File: src/rtl/pacman_life_ctrl.sv
// rtl/pacman_life_ctrl.sv - pacman/ghost collision detection and life/respawn/game-over sequencing
// Optional build macro: PACMAN_EXTRA_LIFE_EN adds the extra_life pulse input.
// Overlap is judged per ghost on |dx| and |dy| against HIT_RADIUS. The FSM walks
// PLAY -> DYING -> RESPAWN -> PLAY, or DYING -> OVER once the last life is gone.
// Every output is registered, so a response appears one frame after its cause.
module pacman_life_ctrl #(
  parameter int NUM_GHOSTS   = 4,
  parameter int START_LIVES  = 3,
  parameter int HIT_RADIUS   = 6,
  parameter int DEATH_FRAMES = 60
) (
  input  logic                      Reset,
  input  logic                      frame_clk,
  input  logic [9:0]                pac_x,
  input  logic [9:0]                pac_y,
  input  logic                      has_moved,
  input  logic [10*NUM_GHOSTS-1:0]  ghost_x,
  input  logic [10*NUM_GHOSTS-1:0]  ghost_y,
  input  logic [NUM_GHOSTS-1:0]     ghost_frightened,
`ifdef PACMAN_EXTRA_LIFE_EN
  input  logic                      extra_life,
`endif
  output logic                      isDefeated,
  output logic                      death,
  output logic [2:0]                lives,
  output logic [NUM_GHOSTS-1:0]     ghost_eaten,
  output logic                      game_over
);

  // Frame counter only has to reach DEATH_FRAMES-1.
  localparam int CW = (DEATH_FRAMES > 1) ? $clog2(DEATH_FRAMES) : 1;
  localparam logic [CW-1:0] LAST_FRAME = CW'(DEATH_FRAMES - 1);
  localparam logic [10:0]   RADIUS     = 11'(HIT_RADIUS);
  localparam logic [2:0]    LIVES_INIT = 3'(START_LIVES);
  localparam logic [2:0]    LIVES_MAX  = 3'd7;

  typedef enum logic [1:0] {
    S_PLAY    = 2'd0,
    S_DYING   = 2'd1,
    S_RESPAWN = 2'd2,
    S_OVER    = 2'd3
  } state_t;

  state_t                r_state;
  state_t                w_state_nxt;
  logic [2:0]            r_lives;
  logic [2:0]            w_lives_nxt;
  logic                  r_death;
  logic                  w_death_nxt;
  logic                  r_defeat;
  logic                  w_defeat_nxt;
  logic                  r_over;
  logic                  w_over_nxt;
  logic [NUM_GHOSTS-1:0] r_eaten;
  logic [NUM_GHOSTS-1:0] w_eaten_nxt;
  logic [CW-1:0]         r_cnt;
  logic [CW-1:0]         w_cnt_nxt;
  logic [NUM_GHOSTS-1:0] r_hist;

  logic [NUM_GHOSTS-1:0] w_hit;
  logic                  w_lethal;
  logic [NUM_GHOSTS-1:0] w_fright_rise;
  logic                  w_extra;

  // Absolute difference of two 10-bit coordinates; bit 10 of the 11-bit
  // difference is the sign because the operands are zero-extended.
  function automatic logic [10:0] abs_diff(input logic [9:0] a, input logic [9:0] b);
    logic [10:0] d;
    d = {1'b0, a} - {1'b0, b};
    return d[10] ? (11'd0 - d) : d;
  endfunction

`ifdef PACMAN_EXTRA_LIFE_EN
  assign w_extra = extra_life;
`else
  assign w_extra = 1'b0;
`endif

  // Per-ghost overlap test on the current inputs.
  always_comb begin
    w_hit = '0;
    for (int i = 0; i < NUM_GHOSTS; i++) begin
      w_hit[i] = (abs_diff(pac_x, ghost_x[10*i +: 10]) < RADIUS) &&
                 (abs_diff(pac_y, ghost_y[10*i +: 10]) < RADIUS);
    end
  end

  // A lethal hit is level-based; eating needs a fresh overlap edge.
  assign w_lethal      = |(w_hit & ~ghost_frightened);
  assign w_fright_rise = w_hit & ~r_hist & ghost_frightened;

  // Next-state and next-output decode.
  always_comb begin
    w_state_nxt  = r_state;
    w_lives_nxt  = r_lives;
    w_death_nxt  = r_death;
    w_defeat_nxt = 1'b0;
    w_over_nxt   = r_over;
    w_eaten_nxt  = '0;
    w_cnt_nxt    = r_cnt;
    case (r_state)
      S_PLAY: begin
        if (has_moved && w_lethal) begin
          // Extra life and a lethal hit in the same frame cancel out.
          if (!w_extra && r_lives != 3'd0) begin
            w_lives_nxt = r_lives - 3'd1;
          end
          w_death_nxt = 1'b1;
          w_cnt_nxt   = '0;
          w_state_nxt = S_DYING;
        end else begin
          if (has_moved) begin
            w_eaten_nxt = w_fright_rise;
          end
          if (w_extra && r_lives != LIVES_MAX) begin
            w_lives_nxt = r_lives + 3'd1;
          end
        end
      end
      S_DYING: begin
        w_death_nxt = 1'b1;
        w_cnt_nxt   = r_cnt + CW'(1);
        if (r_cnt == LAST_FRAME) begin
          if (r_lives == 3'd0) begin
            w_over_nxt  = 1'b1;
            w_state_nxt = S_OVER;
          end else begin
            w_death_nxt  = 1'b0;
            w_defeat_nxt = 1'b1;
            w_state_nxt  = S_RESPAWN;
          end
        end
      end
      S_RESPAWN: begin
        // Pacman is back at the centre once the movement block drops hasMoved.
        if (!has_moved) begin
          w_state_nxt = S_PLAY;
        end
      end
      S_OVER: begin
        w_death_nxt = 1'b1;
        w_over_nxt  = 1'b1;
        w_lives_nxt = 3'd0;
      end
      default: begin
        w_state_nxt = S_PLAY;
      end
    endcase
  end

  // State and registered outputs; overlap history follows hits in every state.
  always_ff @(posedge frame_clk or posedge Reset) begin
    if (Reset) begin
      r_state  <= S_PLAY;
      r_lives  <= LIVES_INIT;
      r_death  <= 1'b0;
      r_defeat <= 1'b0;
      r_over   <= 1'b0;
      r_eaten  <= '0;
      r_cnt    <= '0;
      r_hist   <= '0;
    end else begin
      r_state  <= w_state_nxt;
      r_lives  <= w_lives_nxt;
      r_death  <= w_death_nxt;
      r_defeat <= w_defeat_nxt;
      r_over   <= w_over_nxt;
      r_eaten  <= w_eaten_nxt;
      r_cnt    <= w_cnt_nxt;
      r_hist   <= w_hit;
    end
  end

  assign isDefeated  = r_defeat;
  assign death       = r_death;
  assign lives       = r_lives;
  assign ghost_eaten = r_eaten;
  assign game_over   = r_over;

endmodule

File: config.mk
export PLATFORM = sky130hd
export DESIGN_NAME = pacman_life_ctrl
export DESIGN_NICKNAME = d
export VERILOG_FILES = /design/src/rtl/pacman_life_ctrl.sv
export SDC_FILE = /design/constraint.sdc
export NUM_CORES = 1
export LEC_CHECK = 0
export ABC_AREA = 1
export CAP_MARGIN = 10
export CORE_MARGIN = 4
export CORE_UTILIZATION = 36
export DETAILED_ROUTE_END_ITERATION = 6
export HOLD_SLACK_MARGIN = 0.05
export PLACE_DENSITY_LB_ADDON = 0.12
export SYNTH_ARGS = -nofsm -noshare
export SYNTH_HDL_FRONTEND = slang
export SYNTH_SLANG_ARGS = --single-unit
File: constraint.sdc
create_clock -name frame_clk -period 1.5 [get_ports frame_clk]
set_input_delay 0.15 -clock frame_clk [delete_from_list [all_inputs] [get_ports frame_clk]]
set_output_delay 0.15 -clock frame_clk [all_outputs]
set_load 0.05 [all_outputs]
### After elaboration in Yosys (flattened, before gate mapping)

Cells that the tools add are included.

* flip-flop bits (word level): 22
* input port bits: 107
* output and inout port bits: 10
* word-level logic and storage cells: 98

* add/sub/neg operators: 18
* magnitude comparators: 8
* eq/ne operators: 9
* mux-type cells: 31
* bitwise gates (word level): 5
* reduce and logical (&&, ||, !) cells: 19

Operators by type and width (count)
* $lt A11 B3 Y1 const B: 8
* $mux W11: 8
* $sub A1 B11 Y11 const A: 8
* $sub A10 B10 Y11: 8
* $and A4 B4 Y4: 3
* $mux W4: 3
* $pmux W6 S2: 1
* $ne A2 B2 Y1 const B: 5
* $mux W1: 9
* $reduce_bool A3 Y1: 3
* $not A4 Y4: 2
* $add A6 B1 Y6 const B: 1
* $eq A6 B6 Y1 const B: 1
* $mux W2: 3
* $mux W3: 2
* $mux W6: 1
* $pmux W2 S3: 1
* $pmux W3 S2: 1
* $reduce_and A3 Y1: 2
* $reduce_bool A2 Y1: 3
* $logic_and A1 B1 Y1: 5
* $eq A2 B2 Y1 const B: 2
* $reduce_and A2 Y1: 2
* $reduce_and A4 Y1: 1
* 7 further kinds: 7

### Logic depth before layout (Yosys ltp)

* depth after elaboration: 10
* mapped depth: 25

### Worst setup path after synthesis

OpenSTA, ideal clock, no wires.

* kind: input port to flip-flop
* start point: in pac_x[0]
* end point: reg r_death, in the netlist death
* library setup time: 120 ps
* arrival time: 2362 ps
* path slack: -981 ps
* stages on the path: 23
* cell sequence: inv_1 -> ha_1 -> inv_1 -> fa_1 -> inv_1 -> ha_1 -> inv_1 -> nor2_1 -> nand3_1 -> nand2_1 -> nor2_1 -> nor2_1 -> nand2_1 -> nor2_1 -> nand2_1 -> nor2_1 -> nand3_1 -> nand2_1 -> inv_1 -> nand2_4 -> nand3b_4 -> nand3_1 -> nand2_1

* word-level cells in the longest chain between the ends: 10
* elaborated cells on any way between the ends: 25

RTL lines
* start: declaration: line 14 `input logic [9:0] pac_x,`
* $sub A10 B10 Y11: line 69 `d = {1'b0, a} - {1'b0, b};`
* $sub A1 B11 Y11: line 70 `return d[10] ? (11'd0 - d) : d;`
* $mux W11: line 70
* $lt A11 B3 Y1: line 83 `w_hit[i] = (abs_diff(pac_x, ghost_x[10*i +: 10]) < RADIUS) &&`
* $logic_and A1 B1 Y1: line 83
* $and A4 B4 Y4 *: line 89 `assign w_lethal = |(w_hit & ~ghost_frightened);`
* $reduce_or A4 Y1 *: line 89
* $logic_and A1 B1 Y1 *: line 103 `if (has_moved && w_lethal) begin`
* $ne A2 B2 Y1 (no line) *
* $reduce_and A2 Y1 (no line) *
* end signal: assignment: line 165 `r_death <= w_death_nxt;`
* end: declaration: line 48 `logic r_death;`

Every way passes the cells marked *; elsewhere a longest branch is shown, timed or not.
A chain may end at the register's enable or synchronous reset.

### Worst setup path in the final report

* start point: in ghost_x[32]
* end point: reg r_cnt[3]

* word-level cells in the longest chain between the ends: 10

RTL lines
* start: declaration: line 17 `input logic [10*NUM_GHOSTS-1:0] ghost_x,`
* $sub A10 B10 Y11 *: line 69
* $sub A1 B11 Y11: line 70
* $mux W11 *: line 70
* $lt A11 B3 Y1 *: line 83
* $logic_and A1 B1 Y1 *: line 83
* $and A4 B4 Y4 *: line 89
* $reduce_or A4 Y1 *: line 89
* $logic_and A1 B1 Y1 *: line 103
* $ne A2 B2 Y1 (no line) *
* $reduce_and A2 Y1 (no line) *
* end signal: assignment: line 169 `r_cnt <= w_cnt_nxt;`
* end: declaration: line 56 `logic [CW-1:0] r_cnt;`

Marks and branches as above.

==> results by stage <==
Status:
- The run finished, with violations left.
- The final reports fail on negative setup slack.

Power:
- The share of total power dissipated in sequential elements is 0.099.
- The reported net switching power is around 0.0044 W.
- The peak supply drop is about 0.54 mV.
- The fraction of power consumed by the clock network is 0.069.
- Power spread over the standard cell area amounts to 647 mW/mm².
- The switching share of total power is 0.498.
- The internal cell power is between 0.004 and 0.005 W.
- The share of total power dissipated in combinational logic is 0.832.
- Summed over all cells, the static leakage comes to roughly 7.4 nW.

Setup path:
- The critical path start-end classification is input port to flop.
- STA classifies the critical path endpoint as a flop.
- The critical path launch point type is an input port.
- Of all nets on the critical path, the largest fanout is 7.
- The register-to-register setup slack is -0.03 ns.
- The data arrival time of the critical path is 2.72 ns.
- The destination of the worst register-to-register timing path is lives[0].
- The worst path required time is approximately 1.6 ns.
- The critical path's largest stage delay is ~0.45 ns.
- In this run the critical register-to-register path is launched from lives[0].
- Among all stages on the critical path, the largest delay is contributed by sky130_fd_sc_hd__clkdlybuf4s50_1.
- Broken down by cell family, the worst path's largest delay share belongs to simple AND/OR/NAND/NOR gates.
- The worst reg2reg path depth is 9.
- The number of buffer and inverter stages on the critical path is 3.
- Traced cell by cell, the critical path runs through clkdlybuf4s50_1 -> inv_1 -> ha_4 -> nand2_1 -> nand2_2 -> nand3_2 -> nand2_4 -> nand2_2 -> nand2_4 -> nand2_1 -> nand2_1 -> nand2_1 -> nor2_2 -> nand2_2 -> nor2_2 -> nand3_2 -> nand2_4 -> inv_2 -> nand2_4 -> nand3b_4 -> nand3_2 -> nand2_2.

Clocking:
- The total number of clock tree sinks is 22.
- The total CTS buffers is 3.
- The number of buffers inserted for hold repair after clock tree synthesis is 0.
- Clock-pin slew was measured on the worst setup and hold paths at around 0.06 ns.
- The TritonCTS clock tree is built.
- The clock reaches the later pin of the worst-skew pair after roughly 0.25 ns.
- The worst-case clock buffer depth is 2.
- CTS built an H-tree with a depth of 1.
- CTS placed an instance of sky130_fd_sc_hd__clkbuf_16 at the clock tree root.

Yosys:
- The share of the Yosys chip area taken by registers is 0.0710.
- A synthesized cell averages 5.27 µm².
- The net count after synthesis is 1684.
- The async set-reset flop share out of synthesis is 1.00.
- The warning count from the yosys run is 0.
- After technology mapping, the gate count stands at 1478.
- The dominant synthesized flop cell is sky130_fd_sc_hd__dfrtp_1.
- The flip-flop and latch count after synthesis is 22.
- The cell area that synthesis handed to floorplanning was just under 0.008 mm².
- The number of enable flip-flop cells after synthesis is 0.
- The number of unique standard cell types used by synthesis is 37.

Hold path:
- The type of the worst min-delay path is input port to async pin.

Route:
- For this run, the detailed router's first-pass iteration total came to 6.
- The remaining antenna violation count after routing is 0.
- The total length of routed wires is ~28000 µm.
- The detailed-route vias per instance is between 4 and 5.
- The violation count after the first detailed-route iteration is between 200 and 300.
- After detailed routing, the number of remaining DRC violations is 0.
- In the final routed layout, each cell accounts on average for 13.2 µm.
- Detailed routing inserted a total of between 10k and 15k vias.

Placement:
- The HPWL after detailed placement is between 20000 and 25000 µm.
- The port buffer count is 116.
- The minimum setup slack after placement is -1.90 ns.
- The congestion estimate from routability-driven global placement came to 0.885.
- The placement-stage cell area is ~0.011 mm².

Layout:
- The antenna cell count is 0.
- Once layout is done, the placed cells without fillers occupy roughly 0.014 mm².
- The share of layout cells above drive strength 1 is 0.458.
- The library cell used most frequently in the layout, excluding fill and tap cells, is sky130_fd_sc_hd__nand2_1.
- The net count reported at finish is roughly 2.0k.
- The area growth from synthesis to layout is 76.5%.
- After filler insertion, the fill cell instance count of the layout stands at 1896.
- The library cells used most frequently in the layout, excluding fill and tap cells, are 392 x sky130_fd_sc_hd__nand2_1, 216 x sky130_fd_sc_hd__buf_4, 190 x sky130_fd_sc_hd__inv_1.

Timing:
- In this run the tightest slew margin relative to its limit is 0.760.
- The final-report hold violation count came to 0.
- The post-route clock period utilization is 1.72.
- Subtracting the final worst setup slack from the clock period gives between 2 and 3 ns.
- Setup repair after global routing could not meet its margin everywhere.
- The final-report max-slew violation count is 0.
- The actual slew at the worst max-slew pin is ~0.36 ns.
- The worst clock skew is about 0.0036 ns.
- Once routing completed, OpenROAD measured the worst setup slack at -1.08 ns.
- Setup violations remaining at the end of the flow were counted as 19.
- The maximum clock rate is between 0.3 and 0.4 GHz.

Global routing:
- The number of antenna violations at the first check in global routing was 0.
- Entering global routing, the biggest net connects 23 pins.
- The global router's overall resource usage is 0.209.
- The total congestion overflow is 0.
- The number of global-route vias before repair is approximately 9.5k.
- The global-route wire length before repair is between 40000 and 50000 µm.

Floorplan:
- The initialized floorplan defines 53 standard-cell rows.
- After floorplanning, the core was sized to cover about 0.021 mm².
- The x dimension of the die is about 160 µm.
- The die covers between 0.02 and 0.025 mm².
- The floorplan step set the die height to between 150 and 200 µm.
- The initial cell density of the core is 0.368.
- 117 I/O pins were placed.

Run:
- The tool flagged a number of max-cap violations equal to 0.
[through the flow]
stage               hold WS [ns]  TNS, ns  utilization  instances  power [W]
finish                     0.232   -18.51        0.650       2110    0.00890
global route               0.285   -21.43        0.650       2110    0.00973
CTS                        0.252   -19.66        0.574       2094    0.00772
detailed placement         0.482   -33.49        0.515       2072    0.00637
global placement           0.473   -32.55        0.515       2072    0.00627
floorplan                  0.138   -14.40            -       1478    0.00429
[how the worst max path moves through the flow]
stage | from | to | slack [ns] | cells past startpoint
final | ghost_x[32] | r_cnt[3] | -1.08 | 22
after detailed placement | pac_x[0] | death | -1.90 | 23
after floorplan | pac_y[0] | death | -0.88 | 24
after global placement | pac_x[0] | lives[2] | -1.83 | 23
after CTS | pac_y[0] | r_cnt[5] | -1.16 | 26
after global routing | ghost_x[39] | r_cnt[3] | -1.24 | 21
[metal layers]
layer  GRT usage  part of all wire  vias up
li1            -                 -     5323
met1       0.275              0.44     4662
met2       0.382              0.51      180
met3      0.0145             0.032       26
met4      0.0328             0.012        0
met5           0                 0        -
[Yosys cell counts (11+ instances only)]
library cell               count  area share
sky130_fd_sc_hd__ha_1         91        0.15
sky130_fd_sc_hd__nor2_2       13       0.010
sky130_fd_sc_hd__nor2_1      148       0.071
sky130_fd_sc_hd__inv_2        13      0.0063
sky130_fd_sc_hd__inv_1       275        0.13
sky130_fd_sc_hd__dfrtp_1      20       0.064
sky130_fd_sc_hd__nand3_2      17       0.022
sky130_fd_sc_hd__nand3_1     155        0.10
sky130_fd_sc_hd__nand3b_1     22       0.021
sky130_fd_sc_hd__nand2_2      41       0.033
sky130_fd_sc_hd__nand2_1     546        0.26
sky130_fd_sc_hd__nand4_1      12      0.0096
sky130_fd_sc_hd__a21oi_1      49       0.031
sky130_fd_sc_hd__o21ai_0      11      0.0071
[kinds of logic after synthesis]
family	after synthesis	synth area share
AND/OR/NAND/NOR	977	0.554
buffers and inverters	292	0.142
adder cells (fa/ha/maj)	99	0.167
AO/OA/AOI/OAI	84	0.0623
flip-flops	22	0.0710
XOR/XNOR	4	0.00450
[flip-flops by register name, indices dropped and copies added, names as in the netlist]
name / flops
death: 1
isDefeated: 1
lives: 3
game_over: 1
ghost_eaten: 4
r_hist: 4
r_cnt: 6
r_state: 2
[worst reg2reg max path, stage by stage (launching register included)]
cell	delay, ns
sky130_fd_sc_hd__dfstp_2	0.54
sky130_fd_sc_hd__inv_2	0.05
sky130_fd_sc_hd__ha_1	0.18
sky130_fd_sc_hd__inv_1	0.05
sky130_fd_sc_hd__nor2_1	0.07
sky130_fd_sc_hd__nor3_1	0.28
sky130_fd_sc_hd__nand3_2	0.11
sky130_fd_sc_hd__nand2_1	0.06
sky130_fd_sc_hd__inv_1	0.03
sky130_fd_sc_hd__nor2_1	0.09
[area by class of cell]
type,instances,area [µm²],area share
timing repair buffer,354,3060,0.223
sequential,22,553,0.0402
inverter,291,1150,0.0834
clock buffer,4,88.8,0.00646
tap,275,344,0.0250
multi-input combinational,1164,8550,0.622
[repair_timing]
| item | in CTS | in global routing |
|---|---|---|
| buffers inserted | 21 | 22 |
| gates resized for setup | 291 | 444 |
| setup endpoints to repair | 19 | 21 |
| pin swaps | 111 | 243 |
| gates cloned | 0 | 0 |
[power groups by stage]
stage | Sequential, W | Combinational [W] | Clock (W)
final | 0.000877 | 0.00741 | 0.000614
after detailed placement | 0.000879 | 0.00549 | 0
after floorplan | 0.00106 | 0.00323 | 0
after CTS | 0.000874 | 0.00623 | 0.000624
after global routing | 0.000893 | 0.00818 | 0.000655
after global placement | 0.000874 | 0.00540 | 0
(Power assumes the default switching activity.)
